===== config.mk =====
export PLATFORM = sky130hd
export DESIGN_NAME = mult_shift_add_seq
export DESIGN_NICKNAME = d
export VERILOG_FILES = /design/src/rtl/mult_shift_add_seq.sv
export SDC_FILE = /design/constraint.sdc
export NUM_CORES = 1
export LEC_CHECK = 0
export CAP_MARGIN = 0
export CORE_MARGIN = 2
export CORE_UTILIZATION = 52
export DETAILED_ROUTE_END_ITERATION = 8
export GPL_TIMING_DRIVEN = 1
export PLACE_DENSITY = 0.81
export SYNTH_ARGS = -nofsm -noshare
export SYNTH_HDL_FRONTEND = slang
export SYNTH_SLANG_ARGS = --single-unit

===== constraint.sdc =====
create_clock -name Clk -period 5.7 [get_ports Clk]
set_input_delay 1.14 -clock Clk [delete_from_list [all_inputs] [get_ports Clk]]
set_output_delay 1.14 -clock Clk [all_outputs]
set_load 0.02 [all_outputs]

===== src/rtl/mult_shift_add_seq.sv =====
// Sequential 8x8 signed shift-add multiplier: A:B holds the 16-bit product,
// built over eight add/subtract-and-shift cycles through a full-adder ripple chain.

module full_adder (
  input  logic a,
  input  logic b,
  input  logic cin,
  output logic s,
  output logic cout
);
  assign s    = a ^ b ^ cin;
  assign cout = (a & b) | (cin & (a ^ b));
endmodule

// state   | meaning
// IDLE    | waiting; ClearA_LoadB loads B from S, Run starts a multiply
// COMPUTE | eight add/subtract-and-shift iterations, k = 0..7
// HOLD    | product stable until Run is released
module mult_shift_add_seq (
  input  logic       Clk,
  input  logic       Reset_n,
  input  logic       Run,
  input  logic       ClearA_LoadB,
  input  logic [7:0] S,
  output logic [7:0] Aval,
  output logic [7:0] Bval,
  output logic       X,
  output logic       Busy,
  output logic       Done
);

  typedef enum logic [1:0] {
    IDLE    = 2'd0,
    COMPUTE = 2'd1,
    HOLD    = 2'd2
  } state_t;

  state_t     state, state_next;
  logic [7:0] a_reg, b_reg, s_reg;
  logic       x_reg;
  logic [2:0] k;

  logic       sub;
  logic [8:0] a_ext, op, sum, xa_post;
  logic [8:0] carry;
  logic       carry_unused;

  // The last iteration weighs the multiplier sign bit negatively, hence subtract.
  assign sub   = (k == 3'd7);
  assign a_ext = {a_reg[7], a_reg};
  assign op    = {s_reg[7], s_reg} ^ {9{sub}};
  assign carry[0] = sub;

  for (genvar i = 0; i < 8; i++) begin : g_fa
    full_adder u_fa (
      .a    (a_ext[i]),
      .b    (op[i]),
      .cin  (carry[i]),
      .s    (sum[i]),
      .cout (carry[i+1])
    );
  end

  full_adder u_fa_msb (
    .a    (a_ext[8]),
    .b    (op[8]),
    .cin  (carry[8]),
    .s    (sum[8]),
    .cout (carry_unused)
  );

  assign xa_post = b_reg[0] ? sum : {x_reg, a_reg};

  always_ff @(posedge Clk or negedge Reset_n) begin
    if (!Reset_n) state <= IDLE;
    else          state <= state_next;
  end

  always_comb begin
    state_next = state;
    case (state)
      IDLE:    if (Run) state_next = COMPUTE;
      COMPUTE: if (k == 3'd7) state_next = HOLD;
      HOLD:    if (!Run) state_next = IDLE;
      default: state_next = IDLE;
    endcase
  end

  always_ff @(posedge Clk or negedge Reset_n) begin
    if (!Reset_n) begin
      a_reg <= 8'h00;
      b_reg <= 8'h00;
      s_reg <= 8'h00;
      x_reg <= 1'b0;
      k     <= 3'd0;
    end else begin
      case (state)
        IDLE: begin
          if (Run) begin
            s_reg <= S;
            a_reg <= 8'h00;
            x_reg <= 1'b0;
            k     <= 3'd0;
          end else if (ClearA_LoadB) begin
            b_reg <= S;
            a_reg <= 8'h00;
            x_reg <= 1'b0;
          end
        end
        COMPUTE: begin
          x_reg <= xa_post[8];
          a_reg <= xa_post[8:1];
          b_reg <= {xa_post[0], b_reg[7:1]};
          k     <= k + 3'd1;
        end
        default: ;
      endcase
    end
  end

  assign Aval = a_reg;
  assign Bval = b_reg;
  assign X    = x_reg;
  assign Busy = (state == COMPUTE);
  assign Done = (state == HOLD);

endmodule


==> impl.org <==
** STA
- The worst pin sits at a relative slew slack of 66.45%.
- RSZ-0062 raised after global routing :: no
- The total count of hold-check failures in the final report was 0.
- Total negative slack for setup checks :: 0 ns
- Clk_skew :: 0.01162 ns
- Setup violations remaining at the end of the flow were counted as 0.
- Final critical delay including setup and external delays :: 4.382 ns
- After layout, the worst path uses 76.88% of the clock period.
- Achievable Freq :: 228.2 MHz
- Slew @ Worst Pin :: 0.5032 ns
- Number of pins with negative max-slew slack in the final report :: 0

** CTS
- Clock tree synthesis found a total of 29 sinks.
- Post-CTS timing repair inserted 0 buffers for setup.
- TritonCTS built the clock tree.
- Deepest level of the CTS H-tree :: 2
- Clock root buffer master :: clkbuf_4
- After clock tree synthesis, the repair step resized 0 gates.
- After clock tree synthesis, the clock-pin slew on the worst setup and hold paths is 0.09 ns.
- CTS Hold Buffers Added :: 0
- Clock tree synthesis inserted a total of 5 buffers.
- The clock passes through at most 2 buffers.
- The later pin in the worst-skew pair is clocked with a latency of 0.34 ns.

** Power
- Peak VDD IR :: 0.0002938 V
- For this design the ratio of total power to cell area is 639.9 nW/µm².
- Summed over all cells, the static leakage comes to 0.8895 nW.

** Placement
- The congestion estimate from routability-driven global placement came to 0.8142.
- Summing all placed instances gives a cell area of 1982 µm².
- Number of I/O port buffers :: 30
- Half-perimeter wire length of the detailed placement result :: 2320 µm

** Global route
- Initial antenna violation count :: 0
- Global Route Usage Sum :: 19.71%
- Total gr overflow :: 0
- The first global-routing pass estimated 5271 µm of wire.
- The number of global-route vias before repair came to 1,189.
- Pin count of the biggest net entering global routing :: 30

** Synthesis
- Synthesis handed over a netlist of 135 instances.
- Counting every net in the synthesized netlist gives 157.
- The synthesized netlist contains 32 unique library cells.
- #FFs+latches synth :: 29
- Number of warnings printed during yosys synthesis :: 0
- Averaged over all synthesized cells, the footprint is 12.79 µm².
- Of the synthesized area, sequential elements account for 42.03%.
- Netlist Area Pre-Place :: 1727 µm²

** Setup path
- The largest individual stage delay along the critical path comes from the cell fa_1.
- The worst setup path is captured at a register.
- CP startpoint kind :: register
- Measured in cells, the most critical reg-to-reg path has a length of 13.
- Bufs and invs on worst path :: 1
- Among the stages of the critical path, the cell type that occurs most often is fa_1.
- Reg2reg start :: k[0]$_DFFE_PN0P_
- At the worst endpoint, the arrival time is 4.62 ns.
- Category of cells accounting for the largest share of critical-path delay :: adder cells
- FF-to-FF setup slack :: 1.32 ns
- Capture point of the worst reg-to-reg path :: Aval[6]$_DFFE_PN0P_
- Cell chain of the critical path :: ha_1 -> ha_1 -> xnor2_1 -> fa_1 -> fa_1 -> fa_1 -> fa_1 -> fa_1 -> fa_1 -> inv_1 -> fa_1 -> a21oi_1 -> o2bb2ai_1
- Largest fanout on the critical path :: 10
- For the worst setup path, the data required time is 5.93 ns.
- Worst Setup Path Type :: reg2reg
- In this design, the stage delay of the slowest critical-path cell is 0.43 ns.

** Drt
- Detailed Route Iter0 Violations :: 58
- For this run, design rule violations remaining after detail routing come to 0.
- After detailed routing, the number of vias per cell comes to 5.360.
- Average detailed-routed wire length per instance :: 15.45 µm
- Vias after detailed routing :: 1,088
- Wire length reported by the detailed router :: 3136 µm
- Number of optimization iterations in the first detailed-route pass :: 4
- Antenna-violating nets left :: 0

** Floorplanning
- The floorplan has 20 rows.
- For this configuration, the core starts out at a cell density of 55.65%.
- The floorplan step set the die width to 61.63 µm.
- Overall die height :: 61.63 µm
- Area of the die :: 3798 µm²
- Total core area :: 3103 µm²
- I/O Pins :: 31

** Hold path
- The path with the worst hold slack has its endpoint at k[0]$_DFFE_PN0P_.
- Counting instances, the worst hold path has a depth of 1.
- Class of the tightest hold or removal check :: reg2reg
- Start point of the worst hold path :: k[0]$_DFFE_PN0P_

** Run status
- Run status :: finished, final reports clean

** Job
- The tool flagged a number of max-cap violations equal to 0.

** Final layout
- Fill cells in the final layout number 271.
- Fraction of layout cells with a size suffix above 1 :: 20.75%
- Final Cell Area :: 2037 µm²
- The library cell used most frequently in the layout, excluding fill and tap cells, is clkdlybuf4s50_1.
- The sequential cells in the finished layout cover a total of 725.7 µm².
- Syn-to-layout area delta :: 17.97%
- Commonest cells after routing, fill and taps aside :: clkdlybuf4s50_1 (30), dfrtp_1 (29), mux2_2 (14)
- Total area of multi-input combinational cells :: 847.1 µm²
- Antenna cells :: 0
- The net count of the finished layout is 181.
## cell usage after synthesis
| cell | number | area share (%) |
|---|---|---|
| dfrtp_1 | 29 | 42 |
| mux2_2 | 14 | 9.1 |
| inv_1 | 10 | 2.2 |
| a22o_1 | 9 | 4.6 |
| buf_4 | 8 | 3.5 |
| fa_1 | 8 | 9.3 |
| mux2_4 | 8 | 7.0 |
| xnor2_1 | 6 | 3.0 |
| mux2i_1 | 5 | 2.9 |
| a21oi_1 | 4 | 1.2 |
| nor2b_1 | 4 | 1.4 |
| buf_6 | 3 | 2.0 |
| nor2_1 | 3 | 0.65 |
| buf_2 | 2 | 0.58 |
| ha_1 | 2 | 1.4 |
| nand2_1 | 2 | 0.43 |
| o21ai_0 | 2 | 0.58 |
| xor2_1 | 2 | 1.0 |
| a21oi_2 | 1 | 0.51 |
| a221o_1 | 1 | 0.58 |
| a222oi_1 | 1 | 0.58 |
| buf_1 | 1 | 0.22 |
| inv_6 | 1 | 0.51 |
| nand2b_1 | 1 | 0.36 |
| nand2b_4 | 1 | 0.80 |
| nor3_1 | 1 | 0.29 |
| nor3b_1 | 1 | 0.43 |
| nor3b_4 | 1 | 1.1 |
| nor4b_1 | 1 | 0.51 |
| o21bai_1 | 1 | 0.43 |
| o2bb2ai_1 | 1 | 0.51 |
| or2_1 | 1 | 0.36 |
## power breakdown
group	switching, mW	internal [mW]
clock network	0.0697	0.0581
registers	0.108	0.310
logic	0.345	0.413
total	0.523	0.781
## area by class of cell
cell class | instances | area share, %
clock buffer | 7 | 2.703
inverter | 11 | 2.273
multi-input combinational | 81 | 41.58
sequential | 29 | 35.63
tap | 44 | 2.703
timing repair buffer | 31 | 15.11
## routing by layer
| layer | vias to the layer above | global-route usage (%) | routed length (µm) |
|---|---|---|---|
| li1 | 498 | - | - |
| met1 | 540 | 22.76 | 1316 |
| met2 | 43 | 33.23 | 1524 |
| met3 | 7 | 7.143 | 248 |
| met4 | 0 | 7.903 | 47 |
| met5 | - | 0 | 0 |
## worst max-delay path by stage
stage                                start                  end  slack (ns)  depth (start not counted)
after floorplan           k[0]$_DFFE_PN0P_  Aval[6]$_DFFE_PN0P_        1.53                         14
final                     k[0]$_DFFE_PN0P_  Aval[6]$_DFFE_PN0P_        1.32                         13
after global routing      k[0]$_DFFE_PN0P_  Aval[6]$_DFFE_PN0P_        1.06                         13
after global placement    k[0]$_DFFE_PN0P_  Aval[6]$_DFFE_PN0P_        1.42                         13
after detailed placement  k[0]$_DFFE_PN0P_  Aval[6]$_DFFE_PN0P_        1.33                         13
after CTS                 k[0]$_DFFE_PN0P_  Aval[6]$_DFFE_PN0P_        1.32                         13
## cell families after synthesis
logic type,synth area share (%)
simple gates,6.377
xor+xnor,4.058
fa+ha+maj,10.72
compound gates,8.914
buf+inv,8.913
flops,42.03
mux,18.99
## stage by stage
step | hold slack [ns] | util (%) | worst slack [ns] | power (mW) | instances
after floorplan | 0.4644 | - | 1.527 | 0.9975 | 135
final | 0.5036 | 65.65 | 1.318 | 1.303 | 203
after global placement | 0.4870 | 63.87 | 1.416 | 1.152 | 196
after detailed placement | 0.4923 | 63.87 | 1.334 | 1.186 | 196
after CTS | 0.5095 | 65.65 | 1.324 | 1.316 | 203
after global routing | 0.5373 | 65.65 | 1.058 | 1.417 | 203
(Power assumes the default switching activity.)
